==> config.mk <==
export PLATFORM = sky130hd
export DESIGN_NAME = alu_cc_seq
export DESIGN_NICKNAME = d
export VERILOG_FILES = /design/src/rtl/alu_cc_seq.sv
export SDC_FILE = /design/constraint.sdc
export NUM_CORES = 1
export LEC_CHECK = 0
export BUFFER_PORTS_ARGS = -buffer_cell sky130_fd_sc_hd__buf_4
export CELL_PAD_IN_SITES_DETAIL_PLACEMENT = 0
export CELL_PAD_IN_SITES_GLOBAL_PLACEMENT = 2
export CORE_UTILIZATION = 25
export DETAILED_ROUTE_END_ITERATION = 12
export PLACE_DENSITY_LB_ADDON = 0.1
export RECOVER_POWER = 50
export SYNTH_ARGS = -nofsm -noshare
export SYNTH_HDL_FRONTEND = slang
export SYNTH_SLANG_ARGS = --single-unit
export TNS_END_PERCENT = 1
==> constraint.sdc <==
create_clock -name clk -period 2.47 [get_ports clk]
set_input_delay 0.247 -clock clk [delete_from_list [all_inputs] [get_ports clk]]
set_output_delay 0.247 -clock clk [all_outputs]
set_load 0.05 [all_outputs]
==> src/rtl/alu_cc_seq.sv <==
// Execute-stage ALU with registered result, valid/ready handshakes and a CC register.
// Define ALU_MUL_EN to build the iterative shift-add multiplier (fun 100) and its MUL state.
module alu_cc_seq #(
  parameter int WIDTH = 64,
  parameter int CNT_W = 7
) (
  input  logic             clk,
  input  logic             rst_n,
  input  logic             in_valid,
  output logic             in_ready,
  input  logic [2:0]       aluFun,
  input  logic             set_cc,
  input  logic [WIDTH-1:0] aluA,
  input  logic [WIDTH-1:0] aluB,
  output logic             out_valid,
  input  logic             out_ready,
  output logic [WIDTH-1:0] valE,
  output logic             ZF,
  output logic             SF,
  output logic             OF,
  output logic             busy
);

  localparam int MSB = WIDTH - 1;
  localparam logic [2:0] FUN_ADD = 3'b000;
  localparam logic [2:0] FUN_SUB = 3'b001;
  localparam logic [2:0] FUN_AND = 3'b010;
  localparam logic [2:0] FUN_XOR = 3'b011;
`ifdef ALU_MUL_EN
  localparam logic [2:0] FUN_MUL = 3'b100;
`endif

  if (2**CNT_W <= WIDTH) begin : g_cnt_w_check
    $error("alu_cc_seq: CNT_W too narrow to count WIDTH multiply steps");
  end

  // Handshake: a request transfers on a rising edge where in_valid && in_ready;
  // a result transfers on a rising edge where out_valid && out_ready.
  logic [WIDTH-1:0] valE_q, valE_d;
  logic             out_valid_q, out_valid_d;
  logic             zf_q, zf_d, sf_q, sf_d, of_q, of_d;
  logic             idle;
  logic             accept;
  logic [WIDTH-1:0] alu_res;
  logic             alu_of;
  logic             alu_cc_ok;

`ifdef ALU_MUL_EN
  typedef enum logic {S_IDLE = 1'b0, S_MUL = 1'b1} state_e;
  state_e           state_q, state_d;
  logic [WIDTH-1:0] mcand_q, mcand_d;
  logic [WIDTH-1:0] mplier_q, mplier_d;
  logic [WIDTH-1:0] acc_q, acc_d;
  logic [WIDTH-1:0] acc_sum;
  logic [CNT_W-1:0] cnt_q, cnt_d;
  logic             setcc_q, setcc_d;

  assign idle = (state_q == S_IDLE);
  assign busy = (state_q == S_MUL);
`else
  assign idle = 1'b1;
  assign busy = 1'b0;
`endif

  // in_ready stays low while reset is held.
  assign in_ready = rst_n && idle && (!out_valid_q || out_ready);
  assign accept   = in_valid && in_ready;

  always_comb begin
    alu_res   = '0;
    alu_of    = 1'b0;
    alu_cc_ok = 1'b1;
    case (aluFun)
      FUN_ADD: begin
        alu_res = aluB + aluA;
        alu_of  = (aluA[MSB] == aluB[MSB]) && (alu_res[MSB] != aluA[MSB]);
      end
      FUN_SUB: begin
        alu_res = aluB - aluA;
        alu_of  = (aluA[MSB] != aluB[MSB]) && (alu_res[MSB] != aluB[MSB]);
      end
      FUN_AND: alu_res = aluB & aluA;
      FUN_XOR: alu_res = aluB ^ aluA;
      default: alu_cc_ok = 1'b0;
    endcase
  end

  always_comb begin
    valE_d      = valE_q;
    out_valid_d = out_valid_q;
    zf_d        = zf_q;
    sf_d        = sf_q;
    of_d        = of_q;
`ifdef ALU_MUL_EN
    state_d  = state_q;
    mcand_d  = mcand_q;
    mplier_d = mplier_q;
    acc_d    = acc_q;
    cnt_d    = cnt_q;
    setcc_d  = setcc_q;
    acc_sum  = mplier_q[0] ? (acc_q + mcand_q) : acc_q;
`endif

    if (out_valid_q && out_ready) out_valid_d = 1'b0;

`ifdef ALU_MUL_EN
    if (state_q == S_MUL) begin
      acc_d    = acc_sum;
      mcand_d  = mcand_q << 1;
      mplier_d = mplier_q >> 1;
      cnt_d    = cnt_q + CNT_W'(1);
      if (cnt_q == CNT_W'(WIDTH - 1)) begin
        state_d     = S_IDLE;
        valE_d      = acc_sum;
        out_valid_d = 1'b1;
        if (setcc_q) begin
          zf_d = (acc_sum == '0);
          sf_d = acc_sum[MSB];
          of_d = 1'b0;
        end
      end
    end else
`endif
    if (accept) begin
`ifdef ALU_MUL_EN
      if (aluFun == FUN_MUL) begin
        state_d  = S_MUL;
        mcand_d  = aluA;
        mplier_d = aluB;
        acc_d    = '0;
        cnt_d    = '0;
        setcc_d  = set_cc;
      end else
`endif
      begin
        valE_d      = alu_res;
        out_valid_d = 1'b1;
        if (set_cc && alu_cc_ok) begin
          zf_d = (alu_res == '0);
          sf_d = alu_res[MSB];
          of_d = alu_of;
        end
      end
    end
  end

  always_ff @(posedge clk or negedge rst_n) begin
    if (!rst_n) begin
      valE_q      <= '0;
      out_valid_q <= 1'b0;
      zf_q        <= 1'b1;
      sf_q        <= 1'b0;
      of_q        <= 1'b0;
`ifdef ALU_MUL_EN
      state_q  <= S_IDLE;
      mcand_q  <= '0;
      mplier_q <= '0;
      acc_q    <= '0;
      cnt_q    <= '0;
      setcc_q  <= 1'b0;
`endif
    end else begin
      valE_q      <= valE_d;
      out_valid_q <= out_valid_d;
      zf_q        <= zf_d;
      sf_q        <= sf_d;
      of_q        <= of_d;
`ifdef ALU_MUL_EN
      state_q  <= state_d;
      mcand_q  <= mcand_d;
      mplier_q <= mplier_d;
      acc_q    <= acc_d;
      cnt_q    <= cnt_d;
      setcc_q  <= setcc_d;
`endif
    end
  end

  assign valE      = valE_q;
  assign out_valid = out_valid_q;
  assign ZF        = zf_q;
  assign SF        = sf_q;
  assign OF        = of_q;

endmodule

==> reports/metrics.cfg <==
[routing]
vias = 20420
vias_per_cell = 5.394
drtPass1Iterations = 5
drtIter0Drc = 1599
wl_um = 86300
drt_drc_violations_left = 0
ant_nets = 0
wl_per_cell_um = 22.80

[setup_path]
cp_slowest_stage_delay_ps = 540
rr_worst_depth = 14
crit_fanout = 7
crit_required_ps = 2720
cp.arrival_ps = 4320
rrSetupSlack_ps = -710
slowest_stage = or4_4
r2r_start = out_valid
cp_common_cell = buf_4
r2r-end = ZF
endpoint_kind = flop
crit_chain = buf_4 -> inv_1 -> ha_4 -> and2b_1 -> o311ai_1 -> buf_4 -> buf_4 -> a31oi_1 -> buf_4 -> o211ai_1 -> buf_4 -> nand4_1 -> a221oi_4 -> a211oi_2 -> nor2_1 -> nand4b_1 -> nor4_2 -> nand4_1 -> or4_4 -> o31ai_2
startpoint_type = primary input
critical_path_class = in2reg

[power]
p_clk_share_pct = 13.2
p_int_w = 0.005145
p_seq_share_pct = 15.1
ir_worst_vdd_mv = 0.3116
total_leakage_power_nw = 11.61
powerDensity_nw_per_um2 = 402.1
total_power_w = 0.009852
combPwrFrac_pct = 71.7
p_sw_share_pct = 47.78
p_sw_w = 0.004707

[synth]
synth-edff-count = 0
ys_seq_area_share_pct = 12.31
synth.distinct_cells = 110
ys.flop_type = dfrtp_1
yosysTopAreaCellShare_pct = 12.12
synth_simple_gate_area_share_pct = 28.97
syn_avg_cell_area_um2 = 6.757
netlist_instances = 2047
synth-compound-area-share_pct = 34.96
yosys-top-cells-area = dfrtp_1, ha_1, nand2_1
yosysMostFrequentCell = nand2_1
synth-xor-area-share_pct = 1.836
synth_fa_ha_area_share_pct = 11.87
synth_seq_cells = 68
synthMuxAreaShare_pct = 2.406
synth_top_area_cell = dfrtp_1
ys_warn_count = 0
synth-async-reset-ratio_pct = 100.0
syn_nets = 2313
synth_top_family_by_area = compound AO/OA/AOI/OAI gates
yosys-top-cells-count = nand2_1, a21oi_1, nor2_1
syn-cell-area_um2 = 13830

[worst_hold_path]
worst_hold_startpoint = out_ready
hold_class = in2reg
holdPathEnd = out_valid
hold_depth = 4

[final_layout]
nNetsFinal = 3350
area_growth_pct = 77.11
antennaDiodeCount = 0
layout-drive-gt1-share_pct = 45.65

[placement]
dp_hpwl_um = 73930
io_buffers = 204
place_ws_ps = -2469
gp_congestion = 0.9617

[global_routing]
grt_usage_pct = 29.86
antenna_found_initial = 0
grt_max_degree = 70
grt_overflow = 0
grt_pass1_wl_um = 128000
grt_pass1_vias = 20050

[sta]
setup_viol = 53
max_freq_mhz = 245.4
fin_ws_ps = -1605
slew_headroom_pct = -17.72
fin_crit_sh_pct = 165.0
whs_ps = 281.8
final_max_slew_viol_count = 70
hold_viol_final = 0
rsz0062_at_grt = yes
fin_skew_ps = 7.733
period_minus_slack_ps = 4075
tightest_slew_ps = 1766

[floorplanning]
io_pins = 206
die_area_um2 = 56270
die_w_um = 237.2
dieHeight_um = 237.2
start_util_pct = 25.50
core_area_um2 = 54240
rows = 85

[cts]
htree_levels = 3
clockBufferDepth = 2
worstSkewPairLatency_ps = 330
path_clk_slew_ps = 60
cts_sinks = 68
numCtsBuffers = 9
holdBufCountCts = 0
cts_tree = done
root_buffer = clkbuf_16

[outcome]
violations = capacitance limit, slew limit, setup timing
status = finished with violations

[job]
drv_cap = 1

==> flip-flops by register name, indices dropped and copies added, names as in the netlist <==
name       count
valE          64
OF             1
ZF             1
out_valid      1
SF             1
==> critical path, delay by kind of cell <==
family                     cells  cell delay, ps
and+or+nand+nor                7            1750
adders and majority gates      1             310
AOI/OAI and AO/OA              6            1220
buffers and inverters          6             800
==> placed cells by master, fill, tap and decap left out, types with 9 or more instances in the layout <==
cell type  netlist  final
a21o_1          32     32
a21oi_1        209    192
inv_1          129    124
and3_1          20     19
ha_4             0     14
o31ai_2          4     10
nor2_1         173    164
nor2b_1         20     19
nor4_1          41     36
buf_4            5   1115
nand2_1        281    276
buf_12           0     12
nor3_1          51     39
dfrtp_1         67     67
o21ai_1         10     22
xnor2_1         24     21
buf_6            2     15
o31ai_1         34     27
a21oi_2          1     17
nand2b_1        13     11
nor4_2           7     11
and2_1          12     11
o211ai_1        29     29
inv_2            5     10
nand3_1         62     58
o21bai_1        21     19
nand4_1         46     46
and4_1          13      9
mux2i_1         22     21
or4_1           12     10
ha_1           128    107
a211oi_2         5     13
a211oi_1        30     19
a31oi_1         29     24
a22oi_1         10      9
o21ai_0        140    120
nor3_2           2     12
clkbuf_16        0      9
==> logic make-up (layout without fill, tap and decap cells) <==
kind of cell	Yosys count	in the layout
AO/OA/AOI/OAI	719	719
XOR/XNOR	29	29
adder cells (fa/ha/maj)	130	130
buffers and inverters	262	1304
flip-flops	68	68
multiplexers	31	31
other	1	1
AND/OR/NAND/NOR	807	807
==> power groups by stage <==
stage / Combinational, W / Clock, W / Sequential (W)
finish: 0.00707 / 0.00130 / 0.00148
detailed placement: 0.00661 / 0 / 0.00150
floorplan: 0.00237 / 0 / 0.00217
global route: 0.00749 / 0.00137 / 0.00151
global placement: 0.00659 / 0 / 0.00149
CTS: 0.00694 / 0.00133 / 0.00148
==> area by class of cell <==
type	instances	area [um^2]
Timing Repair Buffer	1150	8815
Clock inverter	7	75.07
Multi-Input combinational cell	1717	12290
Sequential cell	68	1703
Tap cell	696	870.8
Fill cell	5734	29740
Clock buffer	9	225.2
Inverter	138	518.0
==> worst max path at each step <==
stage | start | end | slack [ps] | depth (start not counted)
after CTS | aluB[0] | ZF | -1550 | 19
after global placement | aluA[0] | ZF | -2390 | 17
after detailed placement | aluA[0] | ZF | -2470 | 17
after floorplan | aluA[0] | ZF | -1240 | 15
after global routing | aluA[18] | ZF | -1720 | 17
final | aluA[2] | ZF | -1600 | 20
==> through the flow <==
step	instance area (um^2)	utilization (%)	cells	setup TNS, ps
6_report	24500	45.17	3785	-30980
5_1_grt	24500	45.17	3785	-39390
4_1_cts	24280	44.76	3785	-29730
3_5_place_dp	22870	42.16	3742	-67200
3_3_place_gp	22870	42.16	3742	-65990
2_1_floorplan	13960	-	2047	-11180
==> timing repair <==
item	CTS	global route
pin swaps	70	37
setup buffers	27	0
resized for setup	188	51
setup endpoints to repair	58	57
hold endpoints to repair	0	0
==> layer usage <==
metal / global-route usage [%] / vias to the layer above / part of all wire [%]
met5: 0 / - / 0
met4: 4.614 / 0 / 1.6
met3: 1.777 / 69 / 4.9
met2: 49.96 / 665 / 46
met1: 42.60 / 10010 / 47
li1: - / 9672 / -
(Power assumes the default switching activity.)
